`config.mk`:
```
export PLATFORM = sky130hd
export DESIGN_NAME = gpio_port_bank_flat
export DESIGN_NICKNAME = d
export VERILOG_FILES = /design/src/rtl/gpio_port_bank_if.sv /design/src/rtl/gpio_port_bank.sv /design/src/flat_wrapper.sv
export SDC_FILE = /design/constraint.sdc
export NUM_CORES = 1
export LEC_CHECK = 0
export ABC_CLOCK_PERIOD_IN_PS = 1350
export CAP_MARGIN = 5
export CORE_MARGIN = 2
export CORE_UTILIZATION = 39
export DETAILED_ROUTE_END_ITERATION = 10
export HOLD_SLACK_MARGIN = 0.03
export PLACE_DENSITY_LB_ADDON = 0.05
export SKIP_LAST_GASP = 1
export SLEW_MARGIN = 20
export SYNTH_ARGS = -nofsm -noshare
export SYNTH_HDL_FRONTEND = slang
export SYNTH_SLANG_ARGS = --single-unit
```
`constraint.sdc`:
```
create_clock -name clk -period 1.35 [get_ports clk]
set_input_delay 0.27 -clock clk [delete_from_list [all_inputs] [get_ports clk]]
set_output_delay 0.27 -clock clk [all_outputs]
set_load 0.05 [all_outputs]
```
`src/rtl/gpio_port_bank_if.sv`:
```
// Register-access bus between the SPI slave front end and the GPIO port bank.
// The interrupt line travels with it, back to the front end.
interface gpio_port_bank_if #(
  parameter int WIDTH = 8
);
  logic             wr_en;
  logic             rd_en;
  logic [3:0]       addr;
  logic [WIDTH-1:0] wdata;
  logic [WIDTH-1:0] rdata;
  logic             irq;

  modport master (output wr_en, rd_en, addr, wdata, input rdata, irq);
  modport slave  (input wr_en, rd_en, addr, wdata, output rdata, irq);
endinterface

```
`src/rtl/gpio_port_bank.sv`:
```
// GPIO port bank: per-pin direction/output/pull registers, synchronised and
// optionally debounced inputs, rise/fall capture into W1C status, and a registered irq.
module gpio_port_bank #(
  parameter int WIDTH       = 8,
  parameter int SYNC_STAGES = 2,
  parameter int DEB_LEN     = 8
) (
  input  logic             clk,
  input  logic             rst_n,
  gpio_port_bank_if.slave  bus,
  input  logic [WIDTH-1:0] pad_y,
  output logic [WIDTH-1:0] pad_a,
  output logic [WIDTH-1:0] pad_oe,
  output logic [WIDTH-1:0] pad_pu,
  output logic [WIDTH-1:0] pad_pd
);
  localparam int CNT_W = $clog2(DEB_LEN);

  localparam logic [3:0] ADDR_OUT     = 4'h0;
  localparam logic [3:0] ADDR_OE      = 4'h1;
  localparam logic [3:0] ADDR_PU      = 4'h2;
  localparam logic [3:0] ADDR_PD      = 4'h3;
  localparam logic [3:0] ADDR_IN      = 4'h4;
  localparam logic [3:0] ADDR_RISE_EN = 4'h5;
  localparam logic [3:0] ADDR_FALL_EN = 4'h6;
  localparam logic [3:0] ADDR_STATUS  = 4'h7;
  localparam logic [3:0] ADDR_DEB_EN  = 4'h8;

  logic [WIDTH-1:0] out_r, oe_r, pu_r, pd_r;
  logic [WIDTH-1:0] rise_en_r, fall_en_r, deb_en_r, status_r;
  logic [WIDTH-1:0] sync_r [SYNC_STAGES];
  logic [WIDTH-1:0] sync_last;
  logic [WIDTH-1:0] filt_r, filt_nxt;
  logic [CNT_W-1:0] cnt_r   [WIDTH];
  logic [CNT_W-1:0] cnt_nxt [WIDTH];
  logic [WIDTH-1:0] rise, fall, st_set, st_clr;
  logic [WIDTH-1:0] rd_mux;
  logic [WIDTH-1:0] rdata_r;
  logic             irq_r;

  // Pull-up wins a pull conflict; both pulls are released while the pin drives.
  assign pad_a  = out_r;
  assign pad_oe = oe_r;
  assign pad_pu = pu_r & ~oe_r;
  assign pad_pd = pd_r & ~pu_r & ~oe_r;

  assign bus.rdata = rdata_r;
  assign bus.irq   = irq_r;

  always_ff @(posedge clk or negedge rst_n) begin
    if (!rst_n) begin
      out_r     <= '0;
      oe_r      <= '0;
      pu_r      <= '0;
      pd_r      <= '0;
      rise_en_r <= '0;
      fall_en_r <= '0;
      deb_en_r  <= '0;
    end else if (bus.wr_en) begin
      case (bus.addr)
        ADDR_OUT:     out_r     <= bus.wdata;
        ADDR_OE:      oe_r      <= bus.wdata;
        ADDR_PU:      pu_r      <= bus.wdata;
        ADDR_PD:      pd_r      <= bus.wdata;
        ADDR_RISE_EN: rise_en_r <= bus.wdata;
        ADDR_FALL_EN: fall_en_r <= bus.wdata;
        ADDR_DEB_EN:  deb_en_r  <= bus.wdata;
        default:      ;
      endcase
    end
  end

  // Input synchroniser chain; stage 0 samples the asynchronous pad.
  always_ff @(posedge clk or negedge rst_n) begin
    if (!rst_n) begin
      for (int s = 0; s < SYNC_STAGES; s++) sync_r[s] <= '0;
    end else begin
      sync_r[0] <= pad_y;
      for (int s = 1; s < SYNC_STAGES; s++) sync_r[s] <= sync_r[s-1];
    end
  end

  assign sync_last = sync_r[SYNC_STAGES-1];

  // Debounce: filt takes the new level on the DEB_LEN-th consecutive differing sample.
  always_comb begin
    filt_nxt = filt_r;
    for (int i = 0; i < WIDTH; i++) begin
      cnt_nxt[i] = '0;
      if (!deb_en_r[i]) begin
        filt_nxt[i] = sync_last[i];
      end else if (sync_last[i] != filt_r[i]) begin
        if (cnt_r[i] == CNT_W'(DEB_LEN - 1)) filt_nxt[i] = sync_last[i];
        else                                 cnt_nxt[i] = cnt_r[i] + 1'b1;
      end
    end
  end

  always_ff @(posedge clk or negedge rst_n) begin
    if (!rst_n) begin
      filt_r <= '0;
      for (int i = 0; i < WIDTH; i++) cnt_r[i] <= '0;
    end else begin
      filt_r <= filt_nxt;
      for (int i = 0; i < WIDTH; i++) cnt_r[i] <= cnt_nxt[i];
    end
  end

  assign rise   = ~filt_r & filt_nxt;
  assign fall   = filt_r & ~filt_nxt;
  assign st_set = (rise & rise_en_r) | (fall & fall_en_r);
  assign st_clr = (bus.wr_en && bus.addr == ADDR_STATUS) ? bus.wdata : '0;

  // A new edge overrides a simultaneous write-1-to-clear of the same bit.
  always_ff @(posedge clk or negedge rst_n) begin
    if (!rst_n) begin
      status_r <= '0;
      irq_r    <= 1'b0;
    end else begin
      status_r <= (status_r & ~st_clr) | st_set;
      irq_r    <= |status_r;
    end
  end

  always_comb begin
    rd_mux = '0;
    case (bus.addr)
      ADDR_OUT:     rd_mux = out_r;
      ADDR_OE:      rd_mux = oe_r;
      ADDR_PU:      rd_mux = pu_r;
      ADDR_PD:      rd_mux = pd_r;
      ADDR_IN:      rd_mux = filt_r;
      ADDR_RISE_EN: rd_mux = rise_en_r;
      ADDR_FALL_EN: rd_mux = fall_en_r;
      ADDR_STATUS:  rd_mux = status_r;
      ADDR_DEB_EN:  rd_mux = deb_en_r;
      default:      rd_mux = '0;
    endcase
  end

  always_ff @(posedge clk or negedge rst_n) begin
    if (!rst_n)          rdata_r <= '0;
    else if (bus.rd_en)  rdata_r <= rd_mux;
  end
endmodule

```
`src/flat_wrapper.sv`:
```
// flat-port wrapper written by rule: the top's interface ports become plain ports
module gpio_port_bank_flat 
#(
  parameter int WIDTH       = 8,
  parameter int SYNC_STAGES = 2,
  parameter int DEB_LEN     = 8
)
  (clk, rst_n, pad_y, pad_a, pad_oe, pad_pu, pad_pd, bus_wr_en, bus_rd_en, bus_addr, bus_wdata, bus_rdata, bus_irq);
  gpio_port_bank_if #(.WIDTH(WIDTH)) bus_i ();
  input  logic clk;
  input  logic rst_n;
  input  logic [WIDTH-1:0] pad_y;
  output logic [WIDTH-1:0] pad_a;
  output logic [WIDTH-1:0] pad_oe;
  output logic [WIDTH-1:0] pad_pu;
  output logic [WIDTH-1:0] pad_pd;
  input wire logic [$bits(bus_i.wr_en)-1:0] bus_wr_en;
  input wire logic [$bits(bus_i.rd_en)-1:0] bus_rd_en;
  input wire logic [$bits(bus_i.addr)-1:0] bus_addr;
  input wire logic [$bits(bus_i.wdata)-1:0] bus_wdata;
  output wire logic [$bits(bus_i.rdata)-1:0] bus_rdata;
  output wire logic [$bits(bus_i.irq)-1:0] bus_irq;
  assign bus_i.wr_en = bus_wr_en;
  assign bus_i.rd_en = bus_rd_en;
  assign bus_i.addr = bus_addr;
  assign bus_i.wdata = bus_wdata;
  assign bus_rdata = bus_i.rdata;
  assign bus_irq = bus_i.irq;
  gpio_port_bank #(.WIDTH(WIDTH), .SYNC_STAGES(SYNC_STAGES), .DEB_LEN(DEB_LEN)) u_core (.clk(clk), .rst_n(rst_n), .bus(bus_i), .pad_y(pad_y), .pad_a(pad_a), .pad_oe(pad_oe), .pad_pu(pad_pu), .pad_pd(pad_pd));
endmodule
```
# Word-level counts from Yosys, hierarchy flattened

Index checks and enable logic that the tools add are counted.
Widths: inputs -> output; s select.

Add/subtract/negate cells: 8
Equality and inequality tests: 24
Muxes and demuxes: 50
Bitwise logic cells: 15
Reduce and logical (&&, ||, !) cells: 10

Operator list:

| kind                | count |
|---|---|
| $mux 3              | 24 |
| $pmux 8 s9          | 1 |
| $and 8x8->8         | 8 |
| $not 8->8           | 5 |
| $add 3x1->3 const B | 8 |
| $eq 3x3->1 const B  | 8 |
| $mux 1              | 24 |
| $eq 4x3->1 const B  | 4 |
| $or 8x8->8          | 2 |
| $reduce_and 2->1    | 7 |
| $eq 4x2->1 const B  | 2 |
| $mux 8              | 1 |
| $ne 1x1->1          | 8 |
| $reduce_or 8->1     | 1 |
| $eq 4x1->1 const B  | 1 |
| $eq 4x4->1 const B  | 1 |
| $logic_not 4->1     | 1 |
| $logic_and 1x1->1   | 1 |

Register bits: 121
Input port bits: 24
Word-level logic and storage cells: 128

# Depth between registers and ports, before layout

Gate-level depths: netlist of the first run.

Depth in word-level cells: 9
Depth in mapped cells: 7
Depth with buffers taken out: 4

# Least setup slack after synthesis of the first run

OpenSTA, ideal clock, no wires.

Path type: reg2out
From: reg u_core.oe_r[2] (netlist: u_core.pad_oe[2])
To: out pad_pd[2]
Arrival time: 1803 ps
Data required time: 1080 ps
Path slack: -723 ps
Cell stages (with the launch flop): 2
Buffers on the path: 0
Path through: dfrtp_1 > nor3b_1

Word-level cells in the longest chain between the ends: 2

RTL lines:

| what                   | line                 | RTL |
|---|---|---|
| start, declared        | gpio_port_bank.sv:29 | `logic [WIDTH-1:0] out_r, oe_r, pu_r, pd_r;` |
| start signal, assigned | gpio_port_bank.sv:62 | `ADDR_OE: oe_r <= bus.wdata;` |
| $not 8->8              | gpio_port_bank.sv:45 | `assign pad_pd = pd_r & ~pu_r & ~oe_r;` |
| $and 8x8->8            | gpio_port_bank.sv:45 |  |
| end, declared          | flat_wrapper.sv:16   | `output logic [WIDTH-1:0] pad_pd;` |

Every way passes these cells.

# Final worst setup path of the first run

From: reg u_core.oe_r[0] (netlist: u_core.pad_oe[0])
To: out pad_pd[0]

The elaborated chain is that of the path after synthesis.

==> qor.yml, run 1 <==
final_layout:
  design_area_mm2: 0.00869
  drive_above_1_share_pct: 50.5
  seq_area_mm2: 0.00305
  antenna_cells: 0
  multi_input_area_mm2: 0.00279
  fin_util_pct: 62.1
  area_growth_pct: 54.5
  nFillCells: 1117
  largest_register: "u_core.cnt_r"
  nNetsFinal: 643
  largest_reg_flops: 24
  mostFrequentLayoutCells: "dfrtp_1 (105), buf_4 (67), buf_12 (53)"
  layout_commonest_cell: "dfrtp_1"
clock_network:
  clkSinkCount: 121
  clockRootBuffer: "clkbuf_16"
  numCtsBuffers: 17
  clockBufferDepth: 2
  cts_tree: "built"
  clk_pin_slew_worst_paths_ns: 0.05
  cts-htree-levels: 4
  worstSkewPairLatency_ns: 0.41
global_route:
  grt_max_degree: 54
  grt_pass1_wl_um: 24100
  gr-total-overflow: 0
  gr-usage-all-layers_pct: 21.2
  antenna_found_initial: 0
  grt_pass1_vias: 4410
placed_design:
  gp_congestion: 0.856
  portBuffers: 64
  place_area_mm2: 0.00760
  dp_hpwl_um: 10400
routing:
  wl_per_cell_um: 18.6
  wirelength_um: 14800
  ant_nets: 0
  drc: 0
  drt_iter0_markers: 251
  dr.pass1.iters: 5
  via_per_inst: 5.22
  vias: 4148
setup_path:
  reg2reg_from: "u_core.pad_oe[2]"
  startpoint_type: "flop"
  rrSetupSlack_ns: -0.05
  path_class: "reg2out"
  crit_end: "pad_pd[0]"
  rr_worst_depth: 6
  reg2reg_to: "u_core.bus.rdata[2]"
  crit_required_ns: 1.08
  critPathMaxFanout: 3
  cp.arrival_ns: 1.32
  worstSetupStartpoint: "u_core.pad_oe[0]"
  critPathCaptureType: "output port"
floorplan:
  die_area_mm2: 0.0154
  die_y_um: 124
  core-area_mm2: 0.0140
  die_w_um: 124
  start_util_pct: 40.2
  io_pins: 65
  num_rows: 43
timing:
  relSlewSlack_pct: 73.8
  min_period_over_period_pct: 118
  holdWs_ns: 0.292
  rsz0062_at_grt: "true"
  tightest_slew_ns: 0.392
  period_needed_ns: 1.59
  max_freq_ghz: 0.630
  hold_viol_final: 0
  setup_viol: 30
  finClkSkew_ns: 0.00606
  maxSlewViolCount: 0
  setup_ws_ns: -0.238
logic_synthesis:
  synth_fp_nets: 472
  netlist_instances: 432
  synth_area_mm2: 0.00562
  synthArstFlopShare_pct: 100
  yosys_warnings: 0
  synth_edf_count: 0
  syn_avg_cell_area_um2: 13.0
  ys.flop_type: "dfrtp_1"
  synth-seq-area-share_pct: 53.9
  ys_seq_elements: 121
  ys_types: 57
pwr:
  leakage_uw: 0.00395
  p_per_area_mw_per_mm2: 1560
  ir_drop_mv: 0.903
outcome:
  status: "finished, violations left"
  violations: "setup timing"
worst_hold_path:
  hold_class: "in2reg"
job:
  cap_violations: 0
-- synth_stat cells, types with 3 or more instances --
master	number	share of area (%)
o21ai_0	9	0.80
buf_4	3	0.40
buf_2	4	0.36
a31oi_1	4	0.45
nand3b_1	16	2.1
inv_1	4	0.27
a311o_1	3	0.53
nor2b_1	15	1.7
mux2i_1	11	2.0
nand2b_1	9	1.0
nor4_1	6	0.67
mux2_2	54	11
xor2_1	7	1.1
a22o_1	7	1.1
a211oi_1	3	0.40
nand2_1	23	1.5
buf_6	7	1.4
ha_1	16	3.6
mux2_4	10	2.7
nand3_1	5	0.45
and3_1	16	1.8
mux4_2	4	1.6
a21oi_1	9	0.80
nor2_1	12	0.80
dfrtp_1	121	54
nor3b_1	16	2.1
-- worst max-delay path, cell delays in order (launching register included) --
cell and delay [ns]:
dfrtp_2 0.41, buf_6 0.14, nor3b_4 0.20, buf_12 0.16
-- layer usage --
layer,wire length [um],GRT usage [%],vias up,part of all wire (%)
met5,0,0,-,0
met2,7050,32.8,109,48
met4,211,6.74,0,1.4
li1,-,-,1933,-
met3,700,5.13,15,4.7
met1,6830,29.5,2091,46
-- power by group --
group	switching, uW	internal (uW)	total, uW	leakage, uW
logic	1990	2580	4570	0.00223
registers	737	4300	5040	0.00146
clock network	1490	2500	3990	0.000260
total	4220	9380	13600	0.00395
-- cell families after synthesis --
kind of cell               after synthesis  share of synthesized area, %
buffers and inverters                   21                          2.63
AOI/OAI and AO/OA                       53                          6.92
DFF                                    121                          53.9
muxes                                   80                          17.2
adders and majority gates               16                          3.56
xor gates and xnor gates                 7                          1.09
and+or+nand+nor                        134                          14.7
-- worst min-delay path by stage --
stage,end,from,cells past startpoint
2_1_floorplan,u_core.bus.irq,rst_n,0
3_3_place_gp,u_core.sync_last[6],rst_n,1
3_5_place_dp,u_core.sync_last[6],rst_n,1
4_1_cts,u_core.sync_r[14],pad_y[6],1
5_1_grt,u_core.sync_r[10],pad_y[2],1
6_report,u_core.sync_r[14],pad_y[6],1
-- repair_timing --
| item | 4_1_cts | 5_1_grt |
|---|---|---|
| endpoints found under the setup margin | 101 | 67 |
| cloned | 1 | 0 |
| pin swaps | 12 | 17 |
| buffers inserted | 22 | 8 |
| hold endpoints to repair | 18 | 0 |
| gates resized for setup | 43 | 37 |
| hold buffers | 1 | 0 |
-- metrics by stage --
stage	total power [uW]	TNS, ns	instances	setup slack (ns)
floorplan	7050	-1.14	432	-0.0610
global placement	9070	-44.70	734	-0.709
finish	13600	-3.55	794	-0.238
CTS	13500	-3.89	786	-0.274
global route	14200	-5.03	794	-0.296
detailed placement	9130	-45.66	734	-0.720
-- final cells by class --
type / instances / area share [%]
Tap cell: 180 / 2.59
Timing Repair Buffer: 168 / 24.0
Inverter: 5 / 0.245
Multi-Input combinational cell: 290 / 32.1
Clock buffer: 26 / 5.75
Clock inverter: 4 / 0.230
Sequential cell: 121 / 35.1
Note: power is estimated with default switching activity, not from simulation.
==> run 2, diff against run 1 <==
- CTS_BUF_LIST: default -> sky130_fd_sc_hd__clkbuf_16
- CTS_CLUSTER_SIZE: default -> 40
==> qor.yml, run 2 (synthesis results as in run 1) <==
floorplan:
  io_pins: 65
  die_w_um: 124
  num_rows: 43
  die_y_um: 124
  core-area_mm2: 0.0140
  die_area_mm2: 0.0154
  start_util_pct: 40.2
pwr:
  p_clk_share_pct: 27.9
  p_comb_share_pct: 34.2
  total_power_uw: 13300
  switchingPower_uw: 4200
  p_per_area_mw_per_mm2: 1540
  seqPwrFrac_pct: 37.9
  ir_drop_mv: 0.897
  leakage_uw: 0.00394
  switching_share_pct: 31.6
  power.internal_uw: 9100
global_route:
  grt_max_degree: 54
  grt_pass1_vias: 4424
  gr-usage-all-layers_pct: 21.1
  grt_pass1_wl_um: 24000
  gr-total-overflow: 0
  antenna_found_initial: 0
setup_path:
  cp.arrival_ns: 1.32
  rrSetupSlack_ns: -0.06
  critPathMaxFanout: 3
  reg2reg_from: "u_core.pad_oe[5]"
  reg2reg_to: "u_core.bus.rdata[5]"
  rr_worst_depth: 4
  startpoint_type: "flop"
  path_class: "reg2out"
  crit_required_ns: 1.08
  critPathCaptureType: "output port"
outcome:
  violations: "setup timing"
  status: "finished, violations left"
routing:
  drt_iter0_markers: 271
  wl_per_cell_um: 18.6
  drc: 0
  dr.pass1.iters: 5
  ant_nets: 0
  wirelength_um: 14700
  via_per_inst: 5.25
  vias: 4161
placed_design:
  place_worst_setup_slack_ns: -0.720
  numPlacedInstances: 734
  gp_congestion: 0.856
  dp_hpwl_um: 10400
  place_area_mm2: 0.00760
  portBuffers: 64
final_layout:
  nNetsFinal: 641
  mostFrequentLayoutCells: "dfrtp_1 (105), buf_4 (67), buf_12 (52)"
  drive_above_1_share_pct: 49.8
  layout.cells.non_filler: 792
  layout_commonest_cell: "dfrtp_1"
  largest_reg_flops: 24
  design_area_mm2: 0.00862
  largest_register: "u_core.cnt_r"
  antenna_cells: 0
  area_growth_pct: 53.3
clock_network:
  clockBufferDepth: 2
  cts-htree-levels: 4
  worstSkewPairLatency_ns: 0.41
  clockRootBuffer: "clkbuf_16"
  cts_tree: "built"
  numCtsBuffers: 17
  clkSinkCount: 121
  clk_pin_slew_worst_paths_ns: 0.05
timing:
  finClkSkew_ns: 0.00657
  period_needed_ns: 1.59
  maxSlewViolCount: 0
  max_freq_ghz: 0.629
  setup_ws_ns: -0.239
  min_period_over_period_pct: 118
  hold_viol_final: 0
  relSlewSlack_pct: 74.1
  tightest_slew_ns: 0.388
  rsz0062_at_grt: "true"
  setup_viol: 29
worst_hold_path:
  hold_class: "in2async"
job:
  cap_violations: 0
[run 2: worst max path at each step]
stage,to,slack [ns],start,cells past startpoint
2_1_floorplan,u_core.rise_en_r[3],-0.06,bus_addr[2],4
3_3_place_gp,u_core.status_r[3],-0.71,bus_addr[1],7
3_5_place_dp,u_core.status_r[0],-0.72,bus_addr[1],7
4_1_cts,pad_pd[3],-0.27,u_core.pad_oe[3],3
5_1_grt,pad_pd[3],-0.30,u_core.pad_oe[3],3
6_report,pad_pd[0],-0.24,u_core.pad_oe[0],3
[run 2: power groups by stage]
stage | registers [uW] | clock network [uW] | logic (uW)
floorplan | 5340 | 0 | 1710
CTS | 5000 | 3810 | 4410
finish | 5040 | 3710 | 4550
detailed placement | 5060 | 0 | 4070
global route | 5120 | 4000 | 4820
global placement | 5060 | 0 | 4010
[run 2: critical path, cell delays in order (launching register included)]
cell	delay [ns]
dfrtp_2	0.41
buf_6	0.14
nor3b_4	0.20
buf_12	0.16
[run 2: layer usage]
metal | global-route usage [%] | vias up | wire length [um] | part of all wire, %
met5 | 0 | - | 0 | 0
met4 | 7.09 | 0 | 263 | 1.8
met3 | 5.13 | 19 | 757 | 5.1
met2 | 32.5 | 103 | 6970 | 47
met1 | 29.3 | 2110 | 6710 | 46
li1 | - | 1929 | - | -
[run 2: metrics by stage]
step                      hold slack [ns]  setup TNS (ns)  utilization, %
after floorplan                   -0.0256           -1.14               -
after global placement              0.187          -44.70            54.3
after CTS                           0.273           -3.88            60.2
after global routing                0.279           -4.94            61.6
after detailed placement            0.190          -45.66            54.3
final                               0.290           -3.53            61.6
[run 2: repair_timing]
action | in CTS | in global routing
cloned | 1 | 0
gates resized for setup | 43 | 36
buffers inserted | 22 | 6
hold buffers | 1 | 0
pin swaps | 11 | 17
hold endpoints to repair | 18 | 0
endpoints found under the setup margin | 101 | 69
[run 2: final cells by class]
cell class / count / area [um^2]
clock buffer: 17 / 425
clock inverter: 13 / 53.8
fill: 1130 / 5370
inverter: 5 / 21.3
multi-input combinational: 290 / 2790
sequential: 121 / 3050
tap: 180 / 225
timing repair buffer: 166 / 2050
==> RTL change (flow settings as in run 1) <==
Register the output `pad_pd`, cleared by the reset; this adds one clock of latency there. The other outputs are not delayed to match.
--- a/src/rtl/gpio_port_bank.sv
+++ b/src/rtl/gpio_port_bank.sv
@@ -42,7 +42,13 @@
   assign pad_a  = out_r;
   assign pad_oe = oe_r;
   assign pad_pu = pu_r & ~oe_r;
-  assign pad_pd = pd_r & ~pu_r & ~oe_r;
+  always_ff @(posedge clk or negedge rst_n) begin
+    if (!rst_n) begin
+      pad_pd <= '0;
+    end else begin
+      pad_pd <= pd_r & ~pu_r & ~oe_r;
+    end
+  end
 
   assign bus.rdata = rdata_r;
   assign bus.irq   = irq_r;
Behaviour: not the same (a bounded check fails within 4 cycles, from zero or initial values and one cycle with rst_n low).
==> RTL change against run 1 <==
- the run still ends with negative setup slack left
- sequential share of layout area is 1.5 points higher
- synthesized area increased by 3.1%
- routed wire length is 5.7% higher
- worst setup slack better by 0.076 ns
- cell area is 1.9% higher
- non-clock buffer count grew 2
- total power is 4.8% higher
- count of clock-buffer cells in the layout increased by 1
- clock power increased by 12%
- sequential cell count up 8
- largest cell class unchanged
- highest routed layer unchanged
==> RTL change: results (changes against run 1) <==
WL final -> 15600 µm (was 14800 µm)
Synth cell types -> 46 (was 57)
CP Launch Point -> u_core.pad_oe[5]$_DFFE_PN0P_ (was u_core.pad_oe[0]$_DFFE_PN0P_)
RR Startpoint -> u_core.pad_oe[1]$_DFFE_PN0P_ (was u_core.pad_oe[2]$_DFFE_PN0P_)
Dpl hpwl -> 10700 µm (was 10400 µm)
Status -> complete, but fails checks (unchanged)
Setup ws final -> -0.162 ns (was -0.238 ns)
Largest net degree at the start of global routing -> 34 (was 54)
Switch share -> 30.4% (was 31.0%)
Total Negative Setup Slacks -> -1.60 ns (was -3.55 ns)
Reg-to-reg slack, setup -> -0.10 ns (was -0.05 ns)
Share of post-route cells with drive strength above 1 -> 49.0% (was 50.5%)
Final setup viols -> 17 (was 30)
Synth cell count leaders -> dfrtp_1, mux2_2, nand2_1, nand3b_1 (was dfrtp_1, mux2_2, nand2_1)
Multi-In Gates -> 294 (was 290)
WHS Endpoint -> u_core.sync_r[9]$_DFF_PN0_ (was u_core.sync_r[14]$_DFF_PN0_)
Failing checks -> negative setup slack (unchanged)
Top cells by area, synth -> dfrtp_1, mux2_2, ha_1, mux2i_1, nand3b_1 (was dfrtp_1, mux2_2, ha_1, mux2_4, nand3b_1)
Reg area -> 0.00324 mm² (was 0.00305 mm²)
Multi-input combinational area share -> 30.3% (was 32.1%)
Non-clk invs -> 10 (was 5)
Drt pass-1 iters -> 6 (was 5)
TritonCTS sink count -> 129 (was 121)
Vias in the first global route -> 4513 (was 4410)
Gr usage total -> 21.1% (was 21.2%)
Final net count -> 662 (was 643)
==> RTL change: changes by cell type in the layout (fill, tap and decap cells not counted), moves of 5 or more <==
cell / run 1 / this run
mux2_2: 46 / 62
mux2_4: 19 / 3
buf_4: 67 / 81
buf_6: 24 / 11
dfrtp_1: 105 / 116
o22ai_1: 0 / 10
inv_1: 3 / 10
nor3b_1: 8 / 15
nor3b_4: 9 / 2
a2111oi_2: 0 / 6
or3b_2: 0 / 6
a21oi_2: 0 / 5
==> RTL change: through the flow <==
| step | utilization [%] | cell area [µm²] | setup slack (ns) |
|---|---|---|---|
| 2_1_floorplan | - | 5910 | -0.111 |
| 3_3_place_gp | 53.4 | 7770 | -0.810 |
| 3_5_place_dp | 53.4 | 7770 | -0.915 |
| 4_1_cts | 59.9 | 8710 | -0.167 |
| 5_1_grt | 60.9 | 8860 | -0.195 |
| 6_report | 60.9 | 8860 | -0.162 |
==> RTL change: power groups by stage <==
stage | combinational (W) | sequential, W | clock (W)
final | 0.00449 | 0.00528 | 0.00448
after global routing | 0.00477 | 0.00538 | 0.00476
after CTS | 0.00438 | 0.00525 | 0.00456
after detailed placement | 0.00404 | 0.00528 | 0
after global placement | 0.00398 | 0.00527 | 0
after floorplan | 0.00142 | 0.00574 | 0
==> RTL change: what timing repair did <==
action                     in CTS  in global routing
pin swaps                       3                 13
gates cloned                    3                  0
setup endpoints to repair      97                 43
gates resized for setup        49                 21
hold buffers                    1                  0
hold endpoints to repair       28                  0
buffers inserted               16                  9
==> RTL change: per-layer routing <==
layer / GRT usage (%) / share of wire, % / up-vias
met5: 0 / 0 / -
met4: 6.66 / 1.6 / 0
met3: 4.80 / 4.0 / 18
met2: 34.6 / 50 / 70
met1: 28.1 / 45 / 2180
li1: - / - / 1993
